<file path="config.mk">
export PLATFORM = sky130hd
export DESIGN_NAME = pipeline_hazard_ctrl
export DESIGN_NICKNAME = d
export VERILOG_FILES = /design/src/rtl/pipeline_hazard_ctrl.sv
export SDC_FILE = /design/constraint.sdc
export NUM_CORES = 1
export LEC_CHECK = 0
export CAP_MARGIN = 20
export CORE_ASPECT_RATIO = 1.4
export CORE_MARGIN = 5
export CORE_UTILIZATION = 33
export DETAILED_ROUTE_END_ITERATION = 10
export PLACE_DENSITY = 0.68
export SLEW_MARGIN = 15
export SYNTH_ARGS = -nofsm -noshare
export SYNTH_HDL_FRONTEND = slang
export SYNTH_SLANG_ARGS = --single-unit
</file>
<file path="constraint.sdc">
create_clock -name CLK -period 5.8 [get_ports CLK]
set_input_delay 1.16 -clock CLK [delete_from_list [all_inputs] [get_ports CLK]]
set_output_delay 1.16 -clock CLK [all_outputs]
set_load 0.02 [all_outputs]
</file>
<file path="src/rtl/pipeline_hazard_ctrl.sv">
// Hazard and sequencing controller for a 5-stage RISC-V pipeline: operand forwarding,
// load-use / branch stall-flush control, memory wait-state freeze, watchdog and perf counters.
module pipeline_hazard_ctrl #(
  parameter int WAIT_LIMIT = 16,
  parameter int CNT_W      = 32
) (
  input  logic             CLK,
  input  logic             Rst,
  input  logic [4:0]       RS1_D,
  input  logic [4:0]       RS2_D,
  input  logic [4:0]       RS1_E,
  input  logic [4:0]       RS2_E,
  input  logic [4:0]       RD_E,
  input  logic             LoadE,
  input  logic [4:0]       RD_M,
  input  logic             RegWriteM,
  input  logic [4:0]       RD_W,
  input  logic             RegWriteW,
  input  logic             PCSrcE,
  input  logic             MemReqM,
  input  logic             MemReadyM,
  output logic [1:0]       ForwardAE,
  output logic [1:0]       ForwardBE,
  output logic             PCSrcF,
  output logic             StallF,
  output logic             StallD,
  output logic             StallE,
  output logic             StallM,
  output logic             FlushD,
  output logic             FlushE,
  output logic             FlushW,
  output logic             MemTimeout,
  output logic [CNT_W-1:0] StallCount,
  output logic [CNT_W-1:0] FlushCount
);

  typedef enum logic {RUN, MEM_WAIT} state_t;

  localparam int WCW = $clog2(WAIT_LIMIT + 1);
  localparam logic [WCW-1:0] LIMIT = WCW'(WAIT_LIMIT);

  state_t           r_state;
  state_t           w_state_next;
  logic [WCW-1:0]   r_wait_cnt;
  logic [WCW-1:0]   w_wait_next;
  logic             r_timeout;
  logic [CNT_W-1:0] r_stall_cnt;
  logic [CNT_W-1:0] r_flush_cnt;

  logic       w_freeze;
  logic       w_load_use;
  logic       w_pcsrc_f;
  logic       w_stall_f;
  logic       w_stall_d;
  logic       w_stall_e;
  logic       w_stall_m;
  logic       w_flush_d;
  logic       w_flush_e;
  logic       w_flush_w;
  logic [1:0] w_fwd_a;
  logic [1:0] w_fwd_b;

  // Memory stage result wins over Writeback; x0 is never forwarded.
  function automatic logic [1:0] fwd_sel(input logic [4:0] rs);
    if (RegWriteM && (RD_M != 5'd0) && (RD_M == rs))
      fwd_sel = 2'b10;
    else if (RegWriteW && (RD_W != 5'd0) && (RD_W == rs))
      fwd_sel = 2'b01;
    else
      fwd_sel = 2'b00;
  endfunction

  assign w_freeze   = MemReqM & ~MemReadyM;
  assign w_load_use = LoadE & (RD_E != 5'd0) & ((RD_E == RS1_D) | (RD_E == RS2_D));
  assign w_fwd_a    = fwd_sel(RS1_E);
  assign w_fwd_b    = fwd_sel(RS2_E);

  always_comb begin
    w_state_next = r_state;
    w_pcsrc_f    = 1'b0;
    w_stall_f    = 1'b0;
    w_stall_d    = 1'b0;
    w_stall_e    = 1'b0;
    w_stall_m    = 1'b0;
    w_flush_d    = 1'b0;
    w_flush_e    = 1'b0;
    w_flush_w    = 1'b0;

    case (r_state)
      RUN:      if (w_freeze)  w_state_next = MEM_WAIT;
      MEM_WAIT: if (MemReadyM) w_state_next = RUN;
      default:  w_state_next = RUN;
    endcase

    // A branch seen while frozen stays in Execute and is applied on the release cycle.
    if (w_freeze) begin
      w_stall_f = 1'b1;
      w_stall_d = 1'b1;
      w_stall_e = 1'b1;
      w_stall_m = 1'b1;
      w_flush_w = 1'b1;
    end else if (PCSrcE) begin
      w_pcsrc_f = 1'b1;
      w_flush_d = 1'b1;
      w_flush_e = 1'b1;
    end else if (w_load_use) begin
      w_stall_f = 1'b1;
      w_stall_d = 1'b1;
      w_flush_e = 1'b1;
    end
  end

  always_comb begin
    w_wait_next = r_wait_cnt;
    if (w_freeze)
      w_wait_next = (r_wait_cnt == LIMIT) ? LIMIT : r_wait_cnt + 1'b1;
    else if (w_state_next == RUN)
      w_wait_next = '0;
  end

  always_ff @(posedge CLK or negedge Rst) begin
    if (!Rst) begin
      r_state     <= RUN;
      r_wait_cnt  <= '0;
      r_timeout   <= 1'b0;
      r_stall_cnt <= '0;
      r_flush_cnt <= '0;
    end else begin
      r_state    <= w_state_next;
      r_wait_cnt <= w_wait_next;
      if (w_wait_next == LIMIT)
        r_timeout <= 1'b1;
      if (w_stall_f && (r_stall_cnt != '1))
        r_stall_cnt <= r_stall_cnt + 1'b1;
      if (w_pcsrc_f && (r_flush_cnt != '1))
        r_flush_cnt <= r_flush_cnt + 1'b1;
    end
  end

  // Combinational controls are held low for as long as reset is asserted.
  assign ForwardAE  = Rst ? w_fwd_a : 2'b00;
  assign ForwardBE  = Rst ? w_fwd_b : 2'b00;
  assign PCSrcF     = Rst & w_pcsrc_f;
  assign StallF     = Rst & w_stall_f;
  assign StallD     = Rst & w_stall_d;
  assign StallE     = Rst & w_stall_e;
  assign StallM     = Rst & w_stall_m;
  assign FlushD     = Rst & w_flush_d;
  assign FlushE     = Rst & w_flush_e;
  assign FlushW     = Rst & w_flush_w;
  assign MemTimeout = r_timeout;
  assign StallCount = r_stall_cnt;
  assign FlushCount = r_flush_cnt;

endmodule

</file>
# After elaboration in Yosys (flattened, before gate mapping)
# Cells that the tools add are included.
# classes
bitwise	10
n_mux	19
n_reduce_logical	11
n_eq_ne	10
addsub	3
# op_table
op	n
$add A32 B1 Y32 const B	2
$ne A32 B32 Y1 const B	2
$eq A5 B5 Y1	6
$mux W5	3
$reduce_bool A5 Y1	3
$mux W1	11
$eq A5 B5 Y1 const B	2
$logic_and A1 B1 Y1	8
$mux W2	4
$and A1 B1 Y1	7
$add A5 B1 Y5 const B	1
$not A1 Y1	2
$pmux W1 S2	1
$or A1 B1 Y1	1
# word_totals
elab_cells	58
ff_bits	71
inputBits	43

# Logic depth before layout (Yosys ltp)
# Gate-level depths: netlist of the first run.
# logic_depth
ltp_word	7
ltp_mapped	9
ltp_nobuf	7

# Worst setup path before layout of the first run
# Ideal clock, no wire load.
# synth_path
path_type	in2out
startpoint	input RD_M[1]
endpoint	output ForwardAE[0]
setup_slack_ps	1963
arrival_ps	2677
cell_stages	4
cell_sequence	or4_1 -> o21ai_0 -> nor4_1 -> nor4_1
# synth_via
elab_chain_cells	5
word_cells_on_any_way	6
cone_classes	eq/ne: 1; mux: 2; reduce/logical: 3
# synth_lines
item	line_no	rtl
from (decl)	15	input logic [4:0] RD_M,
$reduce_bool A5 Y1	65	if (RegWriteM && (RD_M != 5'd0) && (RD_M == rs))
$logic_and A1 B1 Y1	65	
$logic_and A1 B1 Y1 *	65	
$mux W2 *	65	
$mux W2 *	141	assign ForwardAE = Rst ? w_fwd_a : 2'b00;
to (decl)	22	output logic [1:0] ForwardAE,
# Mark *: on every way between the ends. The rest lies on a longest branch, timed or not.

# Worst setup path after layout of the first run
# layout_path
startpoint	input RD_E[2]
endpoint	output StallF
# layout_via
elab_chain_cells	7
word_cells_on_any_way	10
cone_classes	eq/ne: 2; mux: 3; bitwise: 4; reduce/logical: 1
# layout_lines
item	line_no	rtl
from (decl)	13	input logic [4:0] RD_E,
$eq A5 B5 Y1 / $reduce_bool A5 Y1 (equally long branches)	74	assign w_load_use = LoadE & (RD_E != 5'd0) & ((RD_E == RS1_D) | (RD_E == RS2_D));
$or A1 B1 Y1 / $and A1 B1 Y1 (equally long branches)	74	
$and A1 B1 Y1 *	74	
$mux W1 *	106	end else if (w_load_use) begin
$mux W1 *	102	end else if (PCSrcE) begin
$mux W1 *	96	if (w_freeze) begin
$and A1 B1 Y1 *	144	assign StallF = Rst & w_stall_f;
to (decl)	25	output logic StallF,
# Marks and branches as above.

==> impl_metrics.json, run 1 <==
{
  "top_layer_used": "met4",
  "avgSynthCellArea_um2": 10.3,
  "design_area_mm2": 0.00551,
  "clock_latency_ns": 0.34,
  "core_area_mm2": 0.0117,
  "wl_per_cell_um": 15.5,
  "synth_nets": 426,
  "drt_first_pass_iters": 4,
  "ir_drop_uv": 198,
  "area_growth_syn_to_layout_pct": 41.1,
  "synth-seq-cells": 71,
  "first_iter_violations": 66,
  "period_share_pct": 79.8,
  "hp-class": "register to register",
  "worstMarginPinSlew_ns": 0.937,
  "cp_common_cell": "clkdlybuf4s50_1",
  "final_hold_viol_count": 0,
  "start_kind": "primary input",
  "cp_slowest_cell": "clkdlybuf4s50_1",
  "min_period_ns": 4.63,
  "grt_pass1_wl_mm": 17.0,
  "hold_buffers": 0,
  "die-width_um": 102,
  "synth_area_mm2": 0.00390,
  "vias": 3267,
  "cts_resized": 0,
  "end_kind": "output pin",
  "maxCapViolations": 0,
  "yosysUniqueCellTypes": 45,
  "final_max_slew_viol_count": 0,
  "setup-tns-final_ns": 0,
  "drcViolationCount": 0,
  "dp_hpwl_mm": 7.83,
  "grt_overflow": 0,
  "die_h_um": 139,
  "place.gp.congestion": 0.829,
  "avgViaCountPerCell": 5.02,
  "power.density_mw_per_mm2": 258,
  "layout_common_cells": "clkdlybuf4s50_1, dfrtp_1, xnor2_1",
  "start_util_pct": 33.4,
  "p_leak_nw": 2.22,
  "cp_max_fo": 7,
  "grt_pass1_vias": 3420,
  "drtAntennaViolNets": 0,
  "worstPathRequired_ns": 4.64,
  "cts_tree": "done",
  "clkSinkCount": 71,
  "num_rows": 47,
  "cts_root_buf": "clkbuf_16",
  "dr_wl_met3_um": 632,
  "cp_cell_sequence": "clkdlybuf4s50_1 > xor2_1 > nor3_1 > a22oi_1 > o31ai_4 > and2_1 > clkdlybuf4s50_1",
  "finalSetupViolCount": 0,
  "grt_usage_pct": 14.8,
  "rsz0062_at_grt": "false",
  "grt_max_degree": 47,
  "nets": 546,
  "max_freq_ghz": 0.216,
  "drive_above_1_share_pct": 6.75,
  "status": "complete, no violations",
  "cts_setup_buffers": 0,
  "h-tree-depth": 3,
  "met2WireLength_mm": 5.16,
  "final_cells": 651,
  "clockBufferDepth": 2,
  "path_clk_slew_ns": 0.05,
  "ys_warn_count": 0,
  "numCtsBuffers": 9,
  "critPathKind": "primary input to output pin",
  "antenna_cells": 0,
  "slew_headroom_pct": 37.5,
  "cp_slowest_stage_delay_ns": 0.61,
  "ios": 120,
  "synth_seq_area_share_pct": 45.5,
  "place_inst": 635,
  "drt_wl_total_mm": 10.1,
  "skew_ns": 0.00740,
  "crit_arrival_ns": 3.47,
  "final_common_cell": "clkdlybuf4s50_1",
  "placement.io_buffers": 119,
  "place_area_mm2": 0.00522,
  "syn_inst": 379,
  "total_power_mw": 1.42,
  "wl_met1_mm": 4.04,
  "antenna_found_initial": 0,
  "dieArea_mm2": 0.0141
}
==> critical path: cells and delay by family <==
kind / cells / cell delay, ns
compound gates: 2 / 0.54
xor+xnor: 1 / 0.19
buf+inv: 2 / 1.09
simple gates: 2 / 0.48
==> metal layers <==
layer | track usage [%] | vias to the layer above
met5 | 0 | -
met4 | 5.81 | 0
met3 | 2.87 | 19
met2 | 25.7 | 105
met1 | 17.6 | 1566
li1 | - | 1577
==> worst paths after layout <==
check	startpoint	endpoint	slack, ns	depth (start not counted)
max in group asynchronous	Rst	StallCount[20]$_DFFE_PN0P_	4.11	2
min reg2reg	MemTimeout$_DFFE_PN0N_	MemTimeout$_DFFE_PN0N_	0.46	2
max reg2reg	StallCount[0]$_DFFE_PN0P_	StallCount[1]$_DFFE_PN0P_	3.35	7
max	RD_E[2]	StallF	1.17	7
min	MemTimeout$_DFFE_PN0N_	MemTimeout$_DFFE_PN0N_	0.46	2
min in group asynchronous	Rst	StallCount[19]$_DFFE_PN0P_	0.76	1
==> report_power, final <==
group	switching, mW	internal (mW)
Combinational	0.139	0.147
Clock	0.210	0.331
Sequential	0.0561	0.536
==> synthesized netlist by cell type, drive strengths merged <==
cell type / n / area share, %
nand3b: 1 / 0.19
nor3b: 2 / 0.38
a22o: 2 / 0.45
o31ai: 1 / 0.54
clkbuf: 3 / 0.29
and3: 12 / 1.9
o211a: 1 / 0.26
nor2b: 1 / 0.16
or3: 2 / 0.32
and3b: 1 / 0.22
nand2b: 3 / 0.48
inv: 8 / 0.77
o211ai: 1 / 0.19
o21ai: 7 / 0.90
buf: 9 / 1.6
or3b: 2 / 0.45
a221oi: 1 / 0.22
nand4b: 2 / 0.45
or4: 7 / 1.3
o41ai: 1 / 0.22
nor3: 12 / 1.5
dfrtp: 71 / 46
mux2: 4 / 1.2
nand2: 27 / 2.6
xnor2: 56 / 13
a31oi: 1 / 0.54
xor2: 37 / 8.3
ha: 4 / 1.3
and4: 4 / 0.90
nand3: 24 / 3.1
or2: 6 / 1.0
nor4: 9 / 1.9
and2: 6 / 0.96
nor2: 22 / 2.1
a22oi: 1 / 0.19
nor4bb: 1 / 0.26
nand4: 27 / 4.6
==> sequential cells by signal, summed over array words and instances (netlist names) <==
signal,cells
FlushCount,32
StallCount,32
r_state,1
r_wait_cnt,5
MemTimeout,1
==> kinds of logic (layout without fill, tap and decap cells) <==
| group | after synthesis | count (layout) | share of synthesized area [%] |
|---|---|---|---|
| compound gates | 16 | 16 | 3.53 |
| xor+xnor | 93 | 93 | 20.9 |
| fa+ha+maj | 4 | 4 | 1.28 |
| buf+inv | 20 | 145 | 2.69 |
| flops | 71 | 71 | 45.5 |
| mux | 4 | 4 | 1.15 |
| simple gates | 171 | 171 | 25.0 |
==> metrics by stage <==
stage / utilization (%) / worst slack, ns / hold WS, ns
after global routing: 47.1 / 1.02 / 0.516
final: 47.1 / 1.17 / 0.460
after CTS: 47.1 / 1.16 / 0.471
after floorplan: - / 1.96 / 0.452
after detailed placement: 44.6 / 1.16 / 0.453
after global placement: 44.6 / 1.22 / 0.461
==> final cells by class <==
cell class	instances	area (µm²)
Clock buffer	10	229
Tap cell	147	184
Clock inverter	6	61.3
Fill cell	1087	6200
Multi-Input combinational cell	288	2020
Inverter	8	30.0
Sequential cell	71	1780
Timing Repair Buffer	121	1200
Note: power is estimated with default switching activity, not from simulation.
==> inputs of run 2 (changes only) <==
==> constraint.sdc (replaced) <==
create_clock -name CLK -period 4.55 [get_ports CLK]
set_input_delay 0.91 -clock CLK [delete_from_list [all_inputs] [get_ports CLK]]
set_output_delay 0.91 -clock CLK [all_outputs]
set_load 0.02 [all_outputs]
==> run 2 against run 1 <==
  * Combinational power up 29%
  * Highest routed layer unchanged
  * First-iteration DRC count up 44%
  * Cell count up 0.15%
  * Power up 36%
  * Largest cell class unchanged
  * Critical endpoint is now ForwardAE[0]
  * Global-route usage down 0.23 points
==> impl_metrics.json, run 2 (synthesis gave the netlist of run 1 again) <==
{
  "status": "complete, no violations",
  "ios": 120,
  "placement.io_buffers": 119,
  "p_int_mw": 1.41,
  "grt_usage_pct": 14.5,
  "clock_latency_ns": 0.33,
  "antenna_found_initial": 0,
  "rsz0062_at_grt": "false",
  "ir_drop_uv": 288,
  "first_iter_violations": 95,
  "period_share_pct": 89.4,
  "max_freq_ghz": 0.246,
  "combPwrFrac_pct": 19.0,
  "avgViaCountPerCell": 5.10,
  "drtAntennaViolNets": 0,
  "cp_slowest_cell": "clkdlybuf4s50_1",
  "vias": 3325,
  "crit_family": "buffers and inverters",
  "critPathKind": "primary input to output pin",
  "grt_max_degree": 71,
  "start_util_pct": 33.4,
  "die_h_um": 139,
  "final_max_slew_viol_count": 0,
  "power_switching_mw": 0.527,
  "wl_per_cell_um": 15.7,
  "dp_hpwl_mm": 7.87,
  "grt_pass1_wl_mm": 16.7,
  "fin_ws_ns": 0.483,
  "place.gp.congestion": 0.787,
  "skew_ns": 0.00733,
  "path_clk_slew_ns": 0.06,
  "hold_buffers": 0,
  "cp_slowest_stage_delay_ns": 0.64,
  "min_period_ns": 4.07,
  "drt_wl_total_mm": 10.3,
  "num_rows": 47,
  "r2r_slack_ns": 2.11,
  "antenna_cells": 0,
  "clockPowerShare_pct": 41.9,
  "cp_max_fo": 3,
  "layout_common_cells": "clkdlybuf4s50_1, dfrtp_1, xnor2_1",
  "crit_arrival_ns": 3.16,
  "cts_tree": "done",
  "drive_above_1_share_pct": 7.13,
  "worstPathRequired_ns": 3.64,
  "end_kind": "output pin",
  "power.density_mw_per_mm2": 348,
  "critPathBufInv": 2,
  "drcViolationCount": 0,
  "nets": 547,
  "area_growth_syn_to_layout_pct": 42.6,
  "cts_resized": 0,
  "start_kind": "primary input",
  "cts_setup_buffers": 0,
  "hp-class": "primary input to asynchronous set/reset pin",
  "p_leak_nw": 2.25,
  "final_hold_viol_count": 0,
  "final_common_cell": "clkdlybuf4s50_1",
  "dieArea_mm2": 0.0141,
  "grt_pass1_vias": 3455,
  "slew_headroom_pct": 37.0,
  "die-width_um": 102,
  "h-tree-depth": 3,
  "worstMarginPinSlew_ns": 0.945,
  "power_frac_seq_pct": 39.1,
  "filler_cell_count": 1092,
  "core_area_mm2": 0.0117,
  "dpl_worst_slack_ns": 0.472,
  "clkSinkCount": 71,
  "grt_overflow": 0,
  "cts_root_buf": "clkbuf_16",
  "cp_cell_sequence": "clkdlybuf4s50_1 > or4_1 > o21ai_0 > nor4_1 > nor4_1 > clkdlybuf4s50_1",
  "setup-tns-final_ns": 0,
  "numCtsBuffers": 9,
  "maxCapViolations": 0,
  "clockBufferDepth": 2,
  "switching_share_pct": 27.2,
  "finalSetupViolCount": 0,
  "drt_first_pass_iters": 4
}
[run 2: cell type report]
| class | instances | area, µm² | share of cell area, % |
|---|---|---|---|
| timing repair buffer | 122 | 1210 | 21.8 |
| multi-input combinational | 288 | 2020 | 36.3 |
| clock buffer | 9 | 225 | 4.05 |
| clock inverter | 7 | 118 | 2.11 |
| sequential | 71 | 1780 | 31.9 |
| tap | 147 | 184 | 3.30 |
| inverter | 8 | 30.0 | 0.539 |
[run 2: layer usage]
| metal | track usage, % | vias to the layer above | part of all wire, % |
|---|---|---|---|
| li1 | - | 1575 | - |
| met3 | 3.17 | 18 | 6.7 |
| met4 | 5.94 | 0 | 2.2 |
| met1 | 16.7 | 1620 | 39 |
| met5 | 0 | - | 0 |
| met2 | 25.7 | 112 | 52 |
[run 2: through the flow]
step	hold WS (ns)	cells	utilization (%)	total power [mW]	cell area (µm²)
2_1_floorplan	0.452	379	-	0.934	3900
3_3_place_gp	0.450	636	44.6	1.13	5220
3_5_place_dp	0.472	636	44.6	1.14	5220
4_1_cts	0.379	652	47.6	1.96	5570
5_1_grt	0.383	652	47.6	2.01	5570
6_report	0.391	652	47.6	1.94	5570
[run 2: power groups by stage]
stage	Clock, mW	Combinational, mW	Sequential [mW]
floorplan	0	0.120	0.813
global placement	0	0.365	0.765
detailed placement	0	0.372	0.767
CTS	0.827	0.375	0.757
global route	0.847	0.398	0.766
finish	0.810	0.368	0.757
[run 2: path summary, 6_finish.rpt]
kind                                             from                          to  cells after the start
setup / recovery                              RD_M[1]                ForwardAE[0]                      6
hold / removal                                    Rst           r_state$_DFF_PN0_                      1
setup reg to reg            StallCount[0]$_DFFE_PN0P_   StallCount[1]$_DFFE_PN0P_                      7
hold reg to reg            FlushCount[28]$_DFFE_PN0P_  FlushCount[28]$_DFFE_PN0P_                      1
max in group asynchronous                         Rst   StallCount[1]$_DFFE_PN0P_                      2
min in group CLK           FlushCount[28]$_DFFE_PN0P_  FlushCount[28]$_DFFE_PN0P_                      1
